`config.mk`:
```
export PLATFORM = sky130hd
export DESIGN_NAME = ll_sc_unit
export DESIGN_NICKNAME = d
export VERILOG_FILES = /design/src/rtl/cpu_types_pkg.sv /design/src/rtl/llsc_link_reg.sv /design/src/rtl/ll_sc_unit.sv
export SDC_FILE = /design/constraint.sdc
export NUM_CORES = 1
export LEC_CHECK = 0
export CAP_MARGIN = 20
export CORE_MARGIN = 2
export CORE_UTILIZATION = 30
export DETAILED_ROUTE_END_ITERATION = 16
export HOLD_SLACK_MARGIN = 0.02
export PLACE_DENSITY_LB_ADDON = 0.15
export SETUP_SLACK_MARGIN = 0.2
export SYNTH_ARGS = -nofsm -noshare
export SYNTH_HDL_FRONTEND = slang
export SYNTH_SLANG_ARGS = --single-unit
```
`constraint.sdc`:
```
create_clock -name CLK -period 4.1 [get_ports CLK]
set_clock_uncertainty 0.1 [all_clocks]
set_input_delay 0.82 -clock CLK [delete_from_list [all_inputs] [get_ports CLK]]
set_output_delay 0.82 -clock CLK [all_outputs]
set_load 0.02 [all_outputs]
```
`src/rtl/cpu_types_pkg.sv`:
```
// Shared CPU datapath types: bus word and the LL/SC reservation FSM states.
package cpu_types_pkg;

    localparam int unsigned WORD_W = 32;

    typedef logic [WORD_W-1:0] word_t;

    typedef enum logic [1:0] {
        LS_IDLE,
        LS_ACCESS,
        LS_FAIL
    } llsc_state_t;

endpackage

```
`src/rtl/llsc_link_reg.sv`:
```
// Link register for LL/SC: reservation valid bit plus the linked block address.
// Owns the set/clear priority and the block-match comparators.
module llsc_link_reg
    import cpu_types_pkg::*;
#(
    parameter int unsigned BLK_OFF = 3
) (
    input  logic  clk_i,
    input  logic  rst_i,
    input  logic  set_i,        // ll completing this cycle
    input  word_t set_addr_i,
    input  logic  clr_i,        // sc success or sw to the linked block
    input  logic  halt_i,
    input  logic  snoop_inv_i,
    input  word_t snoop_addr_i,
    input  word_t match_addr_i,
    output logic  match_o,      // match_addr_i falls in a valid linked block
    output logic  snoop_blk_o   // snoop block equals linked block (valid not considered)
);

    logic              link_valid_q, link_valid_d;
    logic [31:BLK_OFF] link_addr_q, link_addr_d;

    // Offset bits never take part in block matching.
    logic unused_offset_bits;
    assign unused_offset_bits = ^{set_addr_i[BLK_OFF-1:0], snoop_addr_i[BLK_OFF-1:0],
                                  match_addr_i[BLK_OFF-1:0]};

    assign snoop_blk_o = (snoop_addr_i[31:BLK_OFF] == link_addr_q);
    assign match_o     = link_valid_q & (match_addr_i[31:BLK_OFF] == link_addr_q);

    // Next link state: halt beats everything; a completing ll beats a coincident
    // snoop because its data arrived after the cache resolved that snoop.
    always_comb begin
        link_valid_d = link_valid_q;
        link_addr_d  = link_addr_q;
        if (halt_i) begin
            link_valid_d = 1'b0;
        end else if (set_i) begin
            link_valid_d = 1'b1;
            link_addr_d  = set_addr_i[31:BLK_OFF];
        end else if (clr_i || (snoop_inv_i && snoop_blk_o)) begin
            link_valid_d = 1'b0;
        end
    end

    // Link state registers.
    always_ff @(posedge clk_i or posedge rst_i) begin
        if (rst_i) begin
            link_valid_q <= 1'b0;
            link_addr_q  <= '0;
        end else begin
            link_valid_q <= link_valid_d;
            link_addr_q  <= link_addr_d;
        end
    end

endmodule

```
`src/rtl/ll_sc_unit.sv`:
```
// Per-core LL/SC reservation unit between the datapath memory port and the dcache.
// Forwards accesses to the dcache, answers doomed sc locally with 0, and counts
// failed sc in a saturating counter.
module ll_sc_unit
    import cpu_types_pkg::*;
#(
    parameter int unsigned BLK_OFF = 3,
    parameter int unsigned CNT_W   = 16
) (
    input  logic             CLK,
    input  logic             RST,
    input  logic             dmemREN,
    input  logic             dmemWEN,
    input  logic             datomic,
    input  word_t            dmemaddr,
    input  word_t            dmemstore,
    output logic             dhit,
    output word_t            dmemload,
    output logic             c_ren,
    output logic             c_wen,
    output word_t            c_addr,
    output word_t            c_store,
    input  logic             c_hit,
    input  word_t            c_load,
    input  logic             snoop_inv,
    input  word_t            snoop_addr,
    input  logic             halt,
    output logic [CNT_W-1:0] sc_fail_cnt
);

    llsc_state_t      state_q, state_d;
    logic [CNT_W-1:0] cnt_q, cnt_d;

    logic req, is_ll, is_sc;
    logic lmatch, snoop_blk;
    logic abort, done;
    logic link_set, link_clr;

    assign req   = dmemREN | dmemWEN;
    assign is_ll = dmemREN & datomic;
    assign is_sc = dmemWEN & datomic;

    // An sc in flight loses its reservation to a snoop on the linked block; the
    // write is dropped even if the cache reports a hit in that same cycle.
    assign abort = (state_q == LS_ACCESS) & is_sc & snoop_inv & snoop_blk;
    assign done  = (state_q == LS_ACCESS) & c_hit & ~abort;

    assign link_set = done & is_ll;
    assign link_clr = done & dmemWEN & (is_sc | lmatch);

    llsc_link_reg #(
        .BLK_OFF (BLK_OFF)
    ) u_link (
        .clk_i        (CLK),
        .rst_i        (RST),
        .set_i        (link_set),
        .set_addr_i   (dmemaddr),
        .clr_i        (link_clr),
        .halt_i       (halt),
        .snoop_inv_i  (snoop_inv),
        .snoop_addr_i (snoop_addr),
        .match_addr_i (dmemaddr),
        .match_o      (lmatch),
        .snoop_blk_o  (snoop_blk)
    );

    // FSM next state.
    always_comb begin
        state_d = state_q;
        unique case (state_q)
            LS_IDLE: begin
                if (is_sc && !lmatch) begin
                    state_d = LS_FAIL;
                end else if (req) begin
                    state_d = LS_ACCESS;
                end
            end
            LS_ACCESS: begin
                if (abort) begin
                    state_d = LS_FAIL;
                end else if (c_hit) begin
                    state_d = LS_IDLE;
                end
            end
            LS_FAIL: state_d = LS_IDLE;
            default: state_d = LS_IDLE;
        endcase
    end

    // Failure counter: one increment per FAIL cycle, sticks at all-ones.
    always_comb begin
        cnt_d = cnt_q;
        if ((state_q == LS_FAIL) && (cnt_q != '1)) begin
            cnt_d = cnt_q + CNT_W'(1);
        end
    end

    // Datapath and cache outputs; everything is zero outside ACCESS/FAIL so a
    // reset drops the cache request without waiting for a clock.
    always_comb begin
        dhit     = 1'b0;
        dmemload = '0;
        c_ren    = 1'b0;
        c_wen    = 1'b0;
        c_addr   = '0;
        c_store  = '0;
        unique case (state_q)
            LS_ACCESS: begin
                c_ren   = dmemREN;
                c_wen   = dmemWEN & ~abort;
                c_addr  = dmemaddr;
                c_store = dmemstore;
                if (done) begin
                    dhit = 1'b1;
                    if (is_sc) begin
                        dmemload = 32'd1;
                    end else if (dmemREN) begin
                        dmemload = c_load;
                    end
                end
            end
            LS_FAIL: begin
                dhit     = 1'b1;
                dmemload = '0;
            end
            default: begin
                dhit = 1'b0;
            end
        endcase
    end

    // FSM state and failure counter registers.
    always_ff @(posedge CLK or posedge RST) begin
        if (RST) begin
            state_q <= LS_IDLE;
            cnt_q   <= '0;
        end else begin
            state_q <= state_d;
            cnt_q   <= cnt_d;
        end
    end

    assign sc_fail_cnt = cnt_q;

endmodule
```
## After elaboration in Yosys (flattened, before gate mapping)

Index checks and enable logic that the tools add are counted.
Widths: inputs -> output; s select.

| word-level totals | value |
|---|---|
| register bits | 48 |

| operators by class | value |
|---|---|
| add/sub/neg operators | 1 |
| eq/ne operators | 7 |
| multiplexer cells | 18 |
| bitwise gates (word level) | 16 |
| reduce and logical (&&, ||, !) cells | 9 |

Operator list:

| cell | count |
|---|---|
| $mux 32 | 6 |
| $eq 29x29->1 | 2 |
| $add 16x1->16 const B | 1 |
| $ne 16x16->1 const B | 1 |
| $and 1x1->1 | 12 |
| $mux 2 | 4 |
| $mux 1 | 6 |
| $ne 3x3->1 const B | 2 |
| $pmux 2 s2 | 1 |
| $reduce_and 2->1 | 2 |
| $logic_and 1x1->1 | 3 |
| $reduce_bool 3->1 | 1 |
| $eq 2x1->1 const B | 1 |
| $eq 2x2->1 const B | 1 |
| $logic_not 2->1 | 1 |
| $not 1->1 | 2 |
| $or 1x1->1 | 2 |
| $pmux 1 s2 | 1 |
| $logic_not 1->1 | 1 |
| $logic_or 1x1->1 | 1 |

## Depth between registers and ports, before layout

Gate-level depths: netlist (run 1).

| logic depth | value |
|---|---|
| depth after elaboration | 12 |
| mapped depth | 7 |

## Cells and area by module

Synthesis (run 1) repeated with hierarchy kept, for this count alone.

| second synthesis, totals | value |
|---|---|
| cells, all modules | 359 |
| area total of the unflattened synthesis | 3490.8 sq um |

By module, submodules not included:

| module | times used | cells each | area each (sq um) |
|---|---|---|---|
| llsc_link_reg | 1 | 152 | 1824.2 |
| ll_sc_unit | 1 | 207 | 1666.6 |

## Least setup slack after synthesis (run 1)

OpenSTA, ideal clock, no wires.

| path | value |
|---|---|
| path type | input port to output port |
| start | input snoop_addr[12] |
| end | output dhit |
| arrival time | 1.826 ns |
| required time | 3.180 ns |
| path slack | 1.354 ns |
| cell stages on the path | 6 |
| cell sequence | xor2_1 -> nor4_2 -> nand4_1 -> o21a_2 -> a21oi_1 -> nor2b_1 |

| on the way | value |
|---|---|
| longest elaborated chain between the ends | 6 |

Ends and longest elaborated chain:

| item | line | text |
|---|---|---|
| from (decl) | ll_sc_unit.sv:26 | `input word_t snoop_addr,` |
| $eq 29x29->1 | llsc_link_reg.sv:29 | `assign snoop_blk_o = (snoop_addr_i[31:BLK_OFF] == link_addr_q);` |
| $and 1x1->1 | ll_sc_unit.sv:45 | `assign abort = (state_q == LS_ACCESS) & is_sc & snoop_inv & snoop_blk;` |
| $not 1->1 | ll_sc_unit.sv:46 | `assign done = (state_q == LS_ACCESS) & c_hit & ~abort;` |
| $and 1x1->1 | ll_sc_unit.sv:46 |  |
| $mux 1 | ll_sc_unit.sv:113 | `if (done) begin` |
| $pmux 1 s2 | ll_sc_unit.sv:107 | `unique case (state_q)` |
| to (decl) | ll_sc_unit.sv:17 | `output logic dhit,` |

Every way passes these cells.

## Worst setup path after layout (run 1)

| path | value |
|---|---|
| start | input snoop_addr[14] |
| end | output dhit |

Same word-level chain as after synthesis.

==> impl_results.md, run 1 <==
- Vias in the first global route: 3498
- Synth area leader: dfrtp_1
- PD cells: between 400 and 500 mW/mm²
- Least-Margin Pin Slew: 0.639 ns
- Slew Viols, Final: 0
- Arr. time, crit path: 2.84 ns
- CP required: 3.18 ns
- RSZ-0062 raised after global routing: false
- Share of cells above drive strength 1: 0.0941
- Std cell rows: 40
- Mean area per synthesized cell: 10.0 µm²
- CP endpoint kind: output port
- Final setup margin: 0.343 ns
- HPWL after DPL: 9960 µm
- Reg area: 0.00120 mm²
- Die area: 0.0129 mm²
- Initial DRC Count: 159
- Critical path cell sequence: clkdlybuf4s50_1 > xor2_1 > nor4_2 > nand4_1 > o21a_2 > a21oi_1 > nor2b_1 > dlygate4sd2_1
- Fillers: 1104
- # hold bufs at CTS: 0
- Final hold vios: 0
- Post CTS Setup Buffer Count: 0
- Fin nets: 745
- CTS HTree Levels: 2
- Root buf cell: clkbuf_16
- Core area: roughly 0.012 mm²
- Clk sinks: 48
- GRT overflow: 0
- Cells taking the most area after synthesis: dfrtp_1 33%, and2_1 17%, xor2_1 12%
- Finished Layout Cells: around 750
- Tightest Hold Check Type: flop to flop
- DR vias: 3448
- Antenna-violating nets left: 0
- Final setup fails: 0
- Synth-to-Final Area Change: 76.2%
- Critical path's top delay family: buffers and inverters
- Post-synthesis sequential area ratio: 0.333
- Crit start category: input pin
- VDD IR max: 210 µV
- Synth Instances: 359
- Mapped Nets: between 400 and 500
- Yosys Warn Count: 0
- Slowest library cell on the worst path: clkdlybuf4s50_1
- Drc violations: 0
- MaxCap Viol Count: 0
- CTS tree: yes
- Initial antenna violation count: 0
- Slowest stage delay, CP: 0.42 ns
- Fin area: 0.00636 mm²
- Total CTS buffers: 5
- Routability congestion estimate: 0.831
- Reg clk slew, reported paths: 0.06 ns
- Yosys reg bits: 48
- CP bufs+invs: 2
- First-pass GRT wire length: 17700 µm
- Clock latency on the worst-skew pair: 0.28 ns
- Crit path max fanout: 4
- Part of the cycle the worst path needs: 0.916
- Gr usage total: 0.175
- Via density per instance: 4.58
- Starting Density: 0.304
- Peak Freq: 266 MHz
- Area of the multi-input gates: 0.00228 mm²
- Outcome: finished clean
- CTS max path bufs: 2
- Die extent in x: 114 µm
- Die height: 114 µm
- Wirelength per Cell: roughly 16 µm
- Largest net degree at the start of global routing: 54
- Pre-CTS setup slack: approximately 0.13 ns
- Post-Syn Area: 0.00361 mm²
- Antenna Cells: 0
- Total power draw: 2.96 mW
- Port Buffers: around 250
- Drt pass-1 iters: 4
- Dpl cells: around 750
- Final WL: ~12000 µm
- Setup TNS: 0 ns
- Synth cell types: 38
- Post-synth top area share: 0.333
- Crit path time final: 3.76 ns
- Critical path class: input pin to output port
- Slew headroom: 0.570
- Leakage power: 2.64 nW
- Area after DPL: 0.00621 mm²
- # IOs: 251
[state kept, by name, summed over array words and instances (netlist names)]
name,flops
u_link.link_valid_q,1
u_link.link_addr_q,29
sc_fail_cnt,16
state_q,2
[synthesized netlist by cell type (all sizes together)]
cell / number
nor3: 4
nor2: 7
mux2: 30
nand2: 9
o21a: 4
and3: 4
clkbuf: 11
nor4b: 1
nor4: 15
ha: 4
xor2: 51
a31oi: 1
o21ai: 4
inv: 8
and2: 98
and4b: 1
nor3b: 1
xnor2: 20
buf: 3
or4: 1
a21oi: 3
nand3: 9
or3: 1
a41o: 1
o22a: 1
and4: 2
nor2b: 2
or2: 2
o2111ai: 1
dfrtp: 48
nand4: 12
[kinds of logic (layout without fill, tap and decap cells)]
group	count (synthesis)	in the layout	share of synthesized area
and+or+nand+nor	169	169	0.293
AOI/OAI and AO/OA	15	15	0.0277
muxes	30	30	0.124
DFF	48	48	0.333
adders and majority gates	4	4	0.0139
xor gates and xnor gates	71	71	0.172
buffers and inverters	22	269	0.0364
[path summary, 6_finish.rpt]
| path | slack (ns) | cells after the start | from | endpoint |
|---|---|---|---|---|
| hold / removal | 0.39 | 1 | sc_fail_cnt[7] | sc_fail_cnt[7] |
| max in group asynchronous | 2.46 | 3 | RST | sc_fail_cnt[13] |
| setup reg to reg | 1.62 | 6 | u_link.link_addr_q[14] | u_link.link_addr_q[16] |
| setup / recovery | 0.34 | 8 | snoop_addr[14] | dhit |
| min in group asynchronous | 0.83 | 2 | RST | sc_fail_cnt[9] |
| hold reg to reg | 0.39 | 1 | sc_fail_cnt[7] | sc_fail_cnt[7] |
[area by class of cell]
class / instances / area share
Clock buffer: 8 / 0.0230
Inverter: 8 / 0.00472
Multi-Input combinational cell: 289 / 0.358
Sequential cell: 48 / 0.189
Tap cell: 147 / 0.0289
Timing Repair Buffer: 253 / 0.396
[power by group]
part | leakage [nW] | switching, mW | internal (mW) | total [mW]
clock | 0.0712 | 0.171 | 0.244 | 0.415
sequential | 0.628 | 0.192 | 0.639 | 0.831
combinational | 1.94 | 0.776 | 0.934 | 1.71
total | 2.64 | 1.14 | 1.82 | 2.96
[metal layers]
metal / GRT usage / wire [µm]
met1: 0.208 / 4800
met4: 0.0341 / 127
met3: 0.0638 / 933
met2: 0.307 / 6070
met5: 0 / 0
[worst reg2reg max path, stage by stage (launching register included)]
cell	delay, ns
dfrtp_1	0.42
xor2_1	0.19
nor4_2	0.34
nand4_1	0.25
o21a_2	0.32
and3_4	0.36
mux2_4	0.38
[cells in the final DEF (no fill, tap or decap), types with 2 or more instances in the layout]
cell	count
o21a_1	3
nor4_1	11
mux2_4	29
clkbuf_16	5
and3_1	2
nor2_1	7
nand2_1	9
o21ai_0	4
nor3_1	4
xor2_1	51
nor4_2	4
clkdlybuf4s50_1	244
and2_1	97
xnor2_1	20
inv_1	7
dfrtp_1	48
clkbuf_1	2
dlygate4sd2_1	2
a21oi_1	3
ha_1	3
or2_2	2
nand3_1	9
buf_4	6
nand4_1	12
nor2b_1	2
[what timing repair did]
action,4_1_cts,5_1_grt
endpoints found under the setup margin,3,1
resized for setup,2,1
pin swaps,1,2
[through the flow]
step | hold slack (ns) | util
6_report | 0.390 | 0.536
4_1_cts | 0.396 | 0.536
5_1_grt | 0.403 | 0.536
2_1_floorplan | 0.388 | -
3_5_place_dp | 0.383 | 0.524
3_3_place_gp | 0.380 | 0.524
No activity file was read; power rests on OpenSTA's default activity.
==> run 2: changes to the inputs <==
PLACE_DENSITY = 0.77   (was default)
PLACE_DENSITY_LB_ADDON = default   (was 0.15)
RECOVER_POWER = 25   (was default)
==> run 2 against run 1 <==
The flow now finishes with violations (max-capacitance violations, max-slew violations). Largest cell class unchanged. Sequential share of layout area decreased by 0.11 points. First-iteration DRC count is 26% higher. Maximum frequency is 1.5% higher. Critical path depth down 2. Worst hold slack improved by 0.022 ns.
==> impl_results.md, run 2 (synthesis results as in run 1) <==
- Antenna-violating nets left: 0
- Most common cell after layout, fill and taps aside: clkdlybuf4s50_1
- First-pass GRT wire length: 18700 µm
- DR vias: 3517
- CP required: 3.18 ns
- Crit path time final: 3.70 ns
- Fin nets: 745
- Pre-CTS setup slack: roughly 0.15 ns
- Initial antenna violation count: 0
- Std cell rows: 40
- Slew Viols, Final: 40
- Die height: 114 µm
- Slew headroom: -0.451
- Clk sinks: 48
- Area of the multi-input gates: 0.00228 mm²
- Least-Margin Pin Slew: 2.18 ns
- CTS tree: yes
- Via density per instance: 4.67
- PD cells: 477 mW/mm²
- Reg clk slew, reported paths: about 0.070 ns
- Final WL: roughly 12000 µm
- CP endpoint kind: output port
- Finished Layout Cells: 753
- Tightest Hold Check Type: flop to flop
- Crit path max fanout: 31
- Total CTS buffers: 5
- Vias in the first global route: 3647
- Failing checks: max-capacitance violations, max-slew violations
- Part of the cycle the worst path needs: 0.902
- GRT overflow: 0
- Critical path class: input pin to output port
- Starting Density: 0.304
- Die extent in x: 114 µm
- MaxCap Viol Count: 1
- Final hold vios: 0
- Peak Freq: 270 MHz
- Reg area: between 0.001 and 0.0015 mm²
- CTS max path bufs: 2
- Largest net degree at the start of global routing: 52
- CTS HTree Levels: 2
- Fillers: 1039
- Top reg by flops: u_link.link_addr_q
- Root buf cell: clkbuf_16
- Dpl cells: 743
- Drt pass-1 iters: 5
- Final setup fails: 0
- Commonest non-fill, non-tap cells in the layout: 243 x clkdlybuf4s50_1, 97 x and2_1, 51 x xor2_1, 48 x dfrtp_1, 29 x mux2_4
- Outcome: complete, but fails checks
- Wirelength per Cell: 16.4 µm
- Reg2Reg Setup Slack: about 1.8 ns
- Arr. time, crit path: 2.78 ns
- Synth-to-Final Area Change: 77.2%
- Antenna Cells: 0
- VDD IR max: 245 µV
- Leakage power: ~2.7 nW
- Crit start category: input pin
- Total power draw: 3.05 mW
- Drc violations: 0
- Setup TNS: 0 ns
- # IOs: 251
- Clock latency on the worst-skew pair: 0.29 ns
- Share of cells above drive strength 1: 0.0941
- Die area: 0.0129 mm²
- Core area: roughly 0.012 mm²
- Finished Core Util: 0.539
- HPWL after DPL: 10000 µm
- RSZ-0062 raised after global routing: false
- Final setup margin: 0.400 ns
- Port Buffers: 247
- Initial DRC Count: 200
- Routability congestion estimate: 0.816
- Gr usage total: 0.183
- Max FFs per register: 29
-- run 2: changes by cell type in the layout (fill, tap and decap cells not counted) --
cell | previous run | this run
buf_4 | 6 | 5
bufinv_16 | 0 | 1
clkbuf_1 | 2 | 1
clkbuf_8 | 1 | 2
clkdlybuf4s50_1 | 244 | 243
dlygate4sd2_1 | 2 | 1
dlygate4sd3_1 | 0 | 1
dlymetal6s2s_1 | 1 | 2
inv_1 | 7 | 8
inv_2 | 1 | 0
-- run 2: metrics by stage --
stage | hold slack [ns] | instance area [µm²]
finish | 0.412 | 6390
global route | 0.426 | 6390
CTS | 0.409 | 6380
detailed placement | 0.399 | 6190
global placement | 0.381 | 6190
floorplan | 0.388 | 3610
-- run 2: power by group --
part	internal (mW)	total [mW]	switching [mW]
Sequential	0.639	0.841	0.202
Clock	0.322	0.502	0.180
Combinational	0.933	1.71	0.776
-- run 2: final cells by class --
class | instances | area share
Clock buffer | 7 | 0.0239
Clock inverter | 1 | 0.00470
Inverter | 8 | 0.00470
Multi-Input combinational cell | 289 | 0.356
Sequential cell | 48 | 0.188
Tap cell | 147 | 0.0288
Timing Repair Buffer | 253 | 0.394
-- run 2: worst max-delay path, cell delays in order --
cell	delay (ns)
clkdlybuf4s50_1	0.53
nand2_1	0.16
and4_1	0.20
buf_4	0.24
and2_1	0.18
clkdlybuf4s50_1	0.64
-- run 2: final timing paths --
kind	startpoint	endpoint	cells past startpoint
worst max-delay path	dmemWEN	dmemload[17]	6
worst max register to register	u_link.link_addr_q[12]	u_link.link_addr_q[13]	6
worst min register to register	sc_fail_cnt[7]	sc_fail_cnt[7]	1
min in group asynchronous	RST	u_link.link_addr_q[26]	2
worst min-delay path	sc_fail_cnt[7]	sc_fail_cnt[7]	1
max in group asynchronous	RST	u_link.link_addr_q[4]	3
-- run 2: timing repair --
| item | CTS | global route |
|---|---|---|
| setup buffers | 1 | 0 |
| hold buffers | 0 | 0 |
| gates cloned | 0 | 0 |
| endpoints found under the setup margin | 2 | 2 |
| pin swaps | 1 | 0 |
| gates resized for setup | 1 | 2 |
| hold endpoints to repair | 0 | 0 |
-- run 2: layer usage --
| layer | wire, µm | GRT usage | up-vias |
|---|---|---|---|
| li1 | - | - | 1696 |
| met1 | 4930 | 0.216 | 1675 |
| met2 | 6550 | 0.342 | 138 |
| met3 | 783 | 0.0457 | 8 |
| met4 | 93 | 0.0268 | 0 |
| met5 | 0 | 0 | - |
==> run 3: changes to the inputs <==
CORE_MARGIN = 4   (was 2)
==> run 3 against run 2 <==
The flow still finishes with violations (max-capacitance violations, max-slew violations). Design area shrank 0.92%. Die area increased by 7.2%. Non-clock buffer count fell by 3. Register-to-register slack worse by 0.02 ns. Setup slack worse by 0.068 ns. Sequential cell count did not move. Combinational power hardly changed. Critical path depth did not move. Cell count fell by 0.93%. Critical endpoint is now dmemload[7]. Largest cell class unchanged.
==> impl_results.md, run 3 (synthesis results as in run 1) <==
- Crit path max fanout: 31
- Final setup margin: 0.332 ns
- Std cell rows: 39
- Fin area: 0.00633 mm²
- MaxCap Viol Count: 1
- Drt pass-1 iters: 4
- Gr usage total: 0.179
- Final WL: about 13000 µm
- Crit path time final: 3.77 ns
- Crit start category: input pin
- Tightest Hold Check Type: flop to flop
- Least-Margin Pin Slew: between 2 and 2.5 ns
- Fillers: 1025
- Setup TNS: 0 ns
- Clk sinks: 48
- Largest net degree at the start of global routing: 54
- Drc violations: 0
- Leakage power: between 2 and 3 nW
- RSZ-0062 raised after global routing: false
- CTS max path bufs: 2
- Via density per instance: roughly 4.6
- # hold bufs at CTS: 0
- Arr. time, crit path: between 2 and 3 ns
- Reg area: 0.00120 mm²
- Fin nets: 742
- Top reg by flops: u_link.link_addr_q
- Starting Density: 0.311
- Routability congestion estimate: around 0.9
- Slowest library cell on the worst path: clkdlybuf4s50_1
- Max FFs per register: 29
- CTS tree: yes
- Part of the cycle the worst path needs: 0.919
- Root buf cell: clkbuf_16
- Outcome: complete, but fails checks
- Core area: 0.0116 mm²
- Commonest non-fill, non-tap cells in the layout: 243 x clkdlybuf4s50_1, 97 x and2_1, 51 x xor2_1, 48 x dfrtp_1, 29 x mux2_4
- Die height: 118 µm
- PD cells: 466 mW/mm²
- Initial DRC Count: 119
- Worst path most repeated cell: clkdlybuf4s50_1
- Peak Freq: 265 MHz
- Area of the multi-input gates: between 0.002 and 0.0025 mm²
- Slew Viols, Final: 45
- HPWL after DPL: 10700 µm
- Clock latency on the worst-skew pair: roughly 0.28 ns
- CTS HTree Levels: 2
- Initial antenna violation count: 0
- Pre-CTS setup slack: approximately 0.18 ns
- GRT overflow: 0
- Critical path class: input pin to output port
- Die area: 0.0138 mm²
- Wirelength per Cell: 17.0 µm
- Antenna Cells: 0
- Final hold vios: 0
- Port Buffers: 247
- CP endpoint kind: output port
- Total power draw: between 2 and 3 mW
- Final setup fails: 0
- Die extent in x: 118 µm
- Finished Core Util: 0.545
- Reg clk slew, reported paths: 0.06 ns
- Vias in the first global route: 3866
- Failing checks: max-capacitance violations, max-slew violations
- Most common cell after layout, fill and taps aside: clkdlybuf4s50_1
- CP required: 3.18 ns
- Area after DPL: 0.00617 mm²
- Share of cells above drive strength 1: 0.0896
- Hold WS: 0.392 ns
- Post CTS Setup Buffer Count: 0
- VDD IR max: 251 µV
- First-pass GRT wire length: 20100 µm
- # IOs: 251
- Critical path cell sequence: clkdlybuf4s50_1 > nand2_1 > and4_1 > buf_4 > and2_1 > clkdlybuf4s50_1
- Dpl cells: 737
- Finished Layout Cells: 746
- Slowest stage delay, CP: 0.62 ns
- Slew headroom: -0.349
- Synth-to-Final Area Change: 75.6%
- Antenna-violating nets left: 0
- DR vias: 3439
- Total CTS buffers: 5
==> run 3: cell count changes in the layout (fill, tap and decap cells not counted), sizes merged <==
cell / delta
dlygate4sd2: +1
clkdlybuf4s25: +1
clkinv: +2
clkbuf: -2
bufinv: -1
dlymetal6s2s: -1
buf: -3
==> run 3: cell type report <==
| class | instances | area share |
|---|---|---|
| Timing Repair Buffer | 250 | 0.394 |
| Tap cell | 143 | 0.0282 |
| Sequential cell | 48 | 0.190 |
| Inverter | 8 | 0.00474 |
| Clock inverter | 2 | 0.00158 |
| Multi-Input combinational cell | 289 | 0.360 |
| Clock buffer | 6 | 0.0219 |
==> run 3: worst paths after layout <==
path,startpoint,endpoint,slack (ns),cells after the start
hold / removal,sc_fail_cnt[15],sc_fail_cnt[15],0.39,1
setup / recovery,dmemWEN,dmemload[7],0.33,6
max in group asynchronous,RST,u_link.link_addr_q[24],0.80,3
setup reg to reg,u_link.link_addr_q[23],u_link.link_addr_q[8],1.73,6
min in group asynchronous,RST,sc_fail_cnt[9],0.76,2
hold reg to reg,sc_fail_cnt[15],sc_fail_cnt[15],0.39,1
==> run 3: per-layer routing <==
layer | vias to the layer above | global-route usage | share of wire
met1 | 1621 | 0.190 | 0.37
li1 | 1689 | - | -
met5 | - | 0 | 0
met3 | 6 | 0.0524 | 0.068
met4 | 0 | 0.0242 | 0.0083
met2 | 123 | 0.355 | 0.56
==> run 3: timing repair <==
item,in CTS,in global routing
gates resized for setup,2,1
pin swaps,0,0
setup endpoints to repair,2,1
==> run 3: worst max-delay path, delay by kind of cell <==
family        cells  cell delay [ns]
simple gates      3             0.61
buf+inv           3             1.41
==> run 3: where the power goes <==
group / leakage, nW / internal (mW) / switching, mW
Clock: 0.0766 / 0.241 / 0.168
Sequential: 0.628 / 0.639 / 0.203
Combinational: 1.93 / 0.931 / 0.771
Total: 2.63 / 1.81 / 1.14
